**src/rtl/fetch_if_id_stage.sv**
```systemverilog
// Instruction-fetch stage with IF/ID pipeline register for the 16-bit datapath.
// Holds the PC, latches fetched words, and obeys stalls, branch flushes and the halt opcode.
module fetch_if_id_stage #(
    parameter int                  PC_WIDTH    = 16,
    parameter logic [PC_WIDTH-1:0] RESET_PC    = '0,
    parameter logic [15:0]         NOP_WORD    = 16'h0000,
    parameter logic [3:0]          HALT_OPCODE = 4'hF
) (
    input  logic                clk,
    input  logic                rst,
    input  logic                halt,
    input  logic                pc_enable,
    input  logic                branch_taken,
    input  logic [PC_WIDTH-1:0] branch_target,
    input  logic [15:0]         imem_data,
    output logic [PC_WIDTH-1:0] imem_addr,
    output logic [PC_WIDTH-1:0] pc_IF,
    output logic [15:0]         instruction_ID,
    output logic [PC_WIDTH-1:0] pc_plus2_ID,
    output logic                valid_ID,
    output logic                halted
);

    typedef enum logic [1:0] {FILL, RUN, HALTED} state_t;

    state_t              state_q, state_d;
    logic [PC_WIDTH-1:0] pc_d, pc_plus2_d, pc_inc;
    logic [15:0]         instr_d;
    logic                valid_d;

    assign pc_inc    = pc_IF + PC_WIDTH'(2);
    assign imem_addr = pc_IF;
    assign halted    = (state_q == HALTED);

    always_comb begin
        state_d    = state_q;
        pc_d       = pc_IF;
        pc_plus2_d = pc_plus2_ID;
        instr_d    = instruction_ID;
        valid_d    = valid_ID;
        // A branch redirects from any state, including FILL and HALTED.
        if (branch_taken) begin
            pc_d    = {branch_target[PC_WIDTH-1:1], 1'b0};
            instr_d = NOP_WORD;
            valid_d = 1'b0;
            state_d = RUN;
        end else begin
            case (state_q)
                FILL: state_d = RUN;
                RUN: begin
                    if (!halt) begin
                        instr_d    = imem_data;
                        pc_plus2_d = pc_inc;
                        valid_d    = 1'b1;
                        // The halt word is kept in ID while the PC freezes on it.
                        if (imem_data[15:12] == HALT_OPCODE)
                            state_d = HALTED;
                        else if (pc_enable)
                            pc_d = pc_inc;
                    end
                end
                HALTED: state_d = HALTED;
                default: state_d = FILL;
            endcase
        end
    end

    always_ff @(posedge clk) begin
        if (rst) begin
            state_q        <= FILL;
            pc_IF          <= RESET_PC;
            instruction_ID <= NOP_WORD;
            pc_plus2_ID    <= '0;
            valid_ID       <= 1'b0;
        end else begin
            state_q        <= state_d;
            pc_IF          <= pc_d;
            instruction_ID <= instr_d;
            pc_plus2_ID    <= pc_plus2_d;
            valid_ID       <= valid_d;
        end
    end

endmodule

```
**config.mk**
```make
export PLATFORM = sky130hd
export DESIGN_NAME = fetch_if_id_stage
export DESIGN_NICKNAME = d
export VERILOG_FILES = /design/src/rtl/fetch_if_id_stage.sv
export SDC_FILE = /design/constraint.sdc
export NUM_CORES = 1
export LEC_CHECK = 0
export CAP_MARGIN = 20
export CORE_ASPECT_RATIO = 0.7
export CORE_MARGIN = 3
export CORE_UTILIZATION = 46
export CTS_CLUSTER_SIZE = 8
export DETAILED_ROUTE_END_ITERATION = 8
export GPL_TIMING_DRIVEN = 0
export PLACE_DENSITY = 0.87
export SYNTH_ARGS = -nofsm -noshare
export SYNTH_HDL_FRONTEND = slang
export SYNTH_SLANG_ARGS = --single-unit
```
**constraint.sdc**
```tcl
create_clock -name clk -period 3.39 [get_ports clk]
set_input_delay 0.339 -clock clk [delete_from_list [all_inputs] [get_ports clk]]
set_output_delay 0.339 -clock clk [all_outputs]
set_load 0.02 [all_outputs]
```
==> metrics <==
initial antenna violation count 0; Fin. Hold Viols 0; most used cell, CP nor2_1; die extent in y approximately 67 um; Hold Path End imem_addr[14]; post-route clock skew around 0.010 ns; Initial Util 49.3%; Crit Path Max Fanout 10; Worst path max stage delay 0.61 ns; drt total wl around 7400 um; synthesized area between 2000 and 2500 um2; die extent in x around 93 um; leakage power about 0.0013 uW; via-per-instance ratio about 5.3; all-layer global routing usage ~24%; Synth Flop Type dfxtp_1; area of the multi-input gates approximately 1200 um2; Post-CTS Setup Bufs 0; CP max stage cell nor2_1; reg2reg path depth 8; GP Congestion roughly 0.84; wire per inst about 16 um; vias in the first global route roughly 2.4k; Reg2Reg Setup Slack 1.08 ns; total die area 6220 um2; Tcrit/Tclk final roughly two thirds; R2R Path Start state_q[1]; CP bufs+invs 3; Clk pin slew, worst setup/hold paths roughly 0.10 ns; YS warnings 0; # DRC 0; CTS buffer count 5; FFs w/ async S/R, synth 0%; Fmax achieved around 430 MHz; 1st-pass router iterations 4; Period minus WS final approximately 2.3 ns; CTS max path bufs 2; Max H-tree Level 2; clk root buf clkbuf_8; # fillers 392; hold_ws ~0.45 ns; critical path cell sequence inv_1 > ha_1 > nand2b_1 > clkbuf_1 > nor2_1 > buf_2 > nor2_1 > a211oi_1; Final HPWL DP about 5700 um; arrival time worst endpoint 2.53 ns; area growth from synthesis to layout 49.4%; core box area around 4900 um2; RSZ-0062 raised after global routing false; TritonCTS Sinks 49; Tightest Pin Transition just over 0.7 ns; # port buffers 97; Max Cap Viol 0; Min-Delay Startpoint branch_taken; commonest non-fill, non-tap cells in the layout clkdlybuf4s50_1, dfxtp_1, nand2_1; clk_lat worst skew between 0.3 and 0.4 ns; number of synthesized flops with an enable pin 0; worst hold stages 3; Final Setup Violations 0; CP top delay family simple AND/OR/NAND/NOR gates; CP Class reg -> reg; Detail Route Antenna Nets 0; # hold bufs at CTS 0; CP endpoint kind flop; setup TNS 0 ns; Syn Area/Cell roughly 8.3 um2; CP Launch Type flop; worst r2r dst pc_plus2_ID[14]; status completed; Net count, final roughly 440; diode count 0; DR iter-0 viols ~210; largest net degree at the start of global routing 17; # resized after CTS 0; Yosys reg bits slightly below 50; grt ovf 0; sequential area share after synthesis just over 40%; Cells after Synth 292; I/O pin total between 100 and 150; TritonCTS clock tree built; Slew HR between 50% and 60%; Final Max Tran Viols 0; WP data required 3.62 ns; Netlist cell types 40; peak supply drop about 0.21 mV; pwr dens ~400 nW/um2; via count ~2.5k; hold crit path type in -> reg; Non-Filler Instances 468; first-pass GRT wire length ~12,000 um; Inst Count DP 460; commonest non-fill, non-tap cell in the layout clkdlybuf4s50_1; share of layout cells above drive strength 1 ~9.8%; register area about 980 um2; Cell Rows 21
==> worst register-to-register path: cells and delay by family, from the launching register on <==
kind,cells,cell delay (ns)
AOI/OAI and AO/OA,1,0.24
adders and majority gates,1,0.24
buffers and inverters,3,0.65
DFF,1,0.34
and+or+nand+nor,3,0.75
==> worst max-delay path by stage <==
stage | start | end | slack (ns) | cells after the start
floorplan | imem_addr[1] | imem_addr[15] | 1.51 | 5
global placement | halt | pc_plus2_ID[13] | 0.93 | 7
detailed placement | halt | pc_plus2_ID[11] | 0.88 | 7
CTS | state_q[1] | pc_plus2_ID[14] | 1.10 | 8
global route | state_q[1] | pc_plus2_ID[11] | 0.89 | 8
finish | state_q[1] | pc_plus2_ID[14] | 1.08 | 8
==> logic make-up after synthesis <==
logic type	after synthesis	synth area share [%]
AOI/OAI and AO/OA	53	14.3
and+or+nand+nor	117	23.5
muxes	4	1.64
xor gates and xnor gates	20	7.19
buffers and inverters	44	10.9
other	1	0.154
adders and majority gates	4	2.05
DFF	49	40.3
==> power by group <==
group          internal, uW  switching (uW)  leakage [uW]
Sequential              605            33.5      0.000401
Clock                   297             208     0.0000687
Combinational           166             163      0.000853
==> registers in the layout, indices dropped and copies added (netlist names) <==
register / cells
imem_addr: 15
instruction_ID: 16
pc_plus2_ID: 15
state_q: 2
valid_ID: 1
==> cells in the mapped netlist, types with 3 or more instances <==
master	instances	area, um2
ha_1	4	50.1
buf_2	3	15.0
nor2_1	31	116
buf_6	3	33.8
inv_1	6	22.5
dfxtp_1	49	981
nand4_1	7	43.8
nand2b_1	3	18.8
or3_1	3	18.8
o21ai_0	4	20.0
xor2_1	12	105
nand3_1	6	30.0
buf_4	20	150
a211oi_1	21	158
nor3_1	3	15.0
and3_1	4	25.0
a311oi_1	4	35.0
clkbuf_1	10	37.5
mux2i_1	4	40.0
xnor2_1	8	70.1
nand2_1	44	165
nor4_1	3	18.8
a21oi_1	19	95.1
==> cell type report <==
cell class                 count  share of cell area (%)
tap                           69                    2.37
clock inverter                 3                    1.89
sequential                    49                    27.0
multi-input combinational    201                    32.9
inverter                       7                   0.722
buffer                        37                    6.60
timing repair buffer          97                    26.7
clock buffer                   5                    1.89
==> metrics by stage <==
stage / util, % / instance area [um2] / setup WS [ns] / total power (uW)
global route: 73.7 / 3640 / 0.890 / 1530
floorplan: - / 2440 / 1.51 / 819
detailed placement: 70.9 / 3500 / 0.882 / 977
CTS: 73.7 / 3640 / 1.10 / 1470
finish: 73.7 / 3640 / 1.08 / 1470
global placement: 70.9 / 3500 / 0.925 / 967
==> layer usage <==
layer  routed length (um)  global-route usage (%)
met1                 3280                    30.6
met3                  508                    6.09
met4                   78                    8.23
met2                 3560                    41.0
met5                    0                       0
Note: power is estimated with default switching activity, not from simulation.
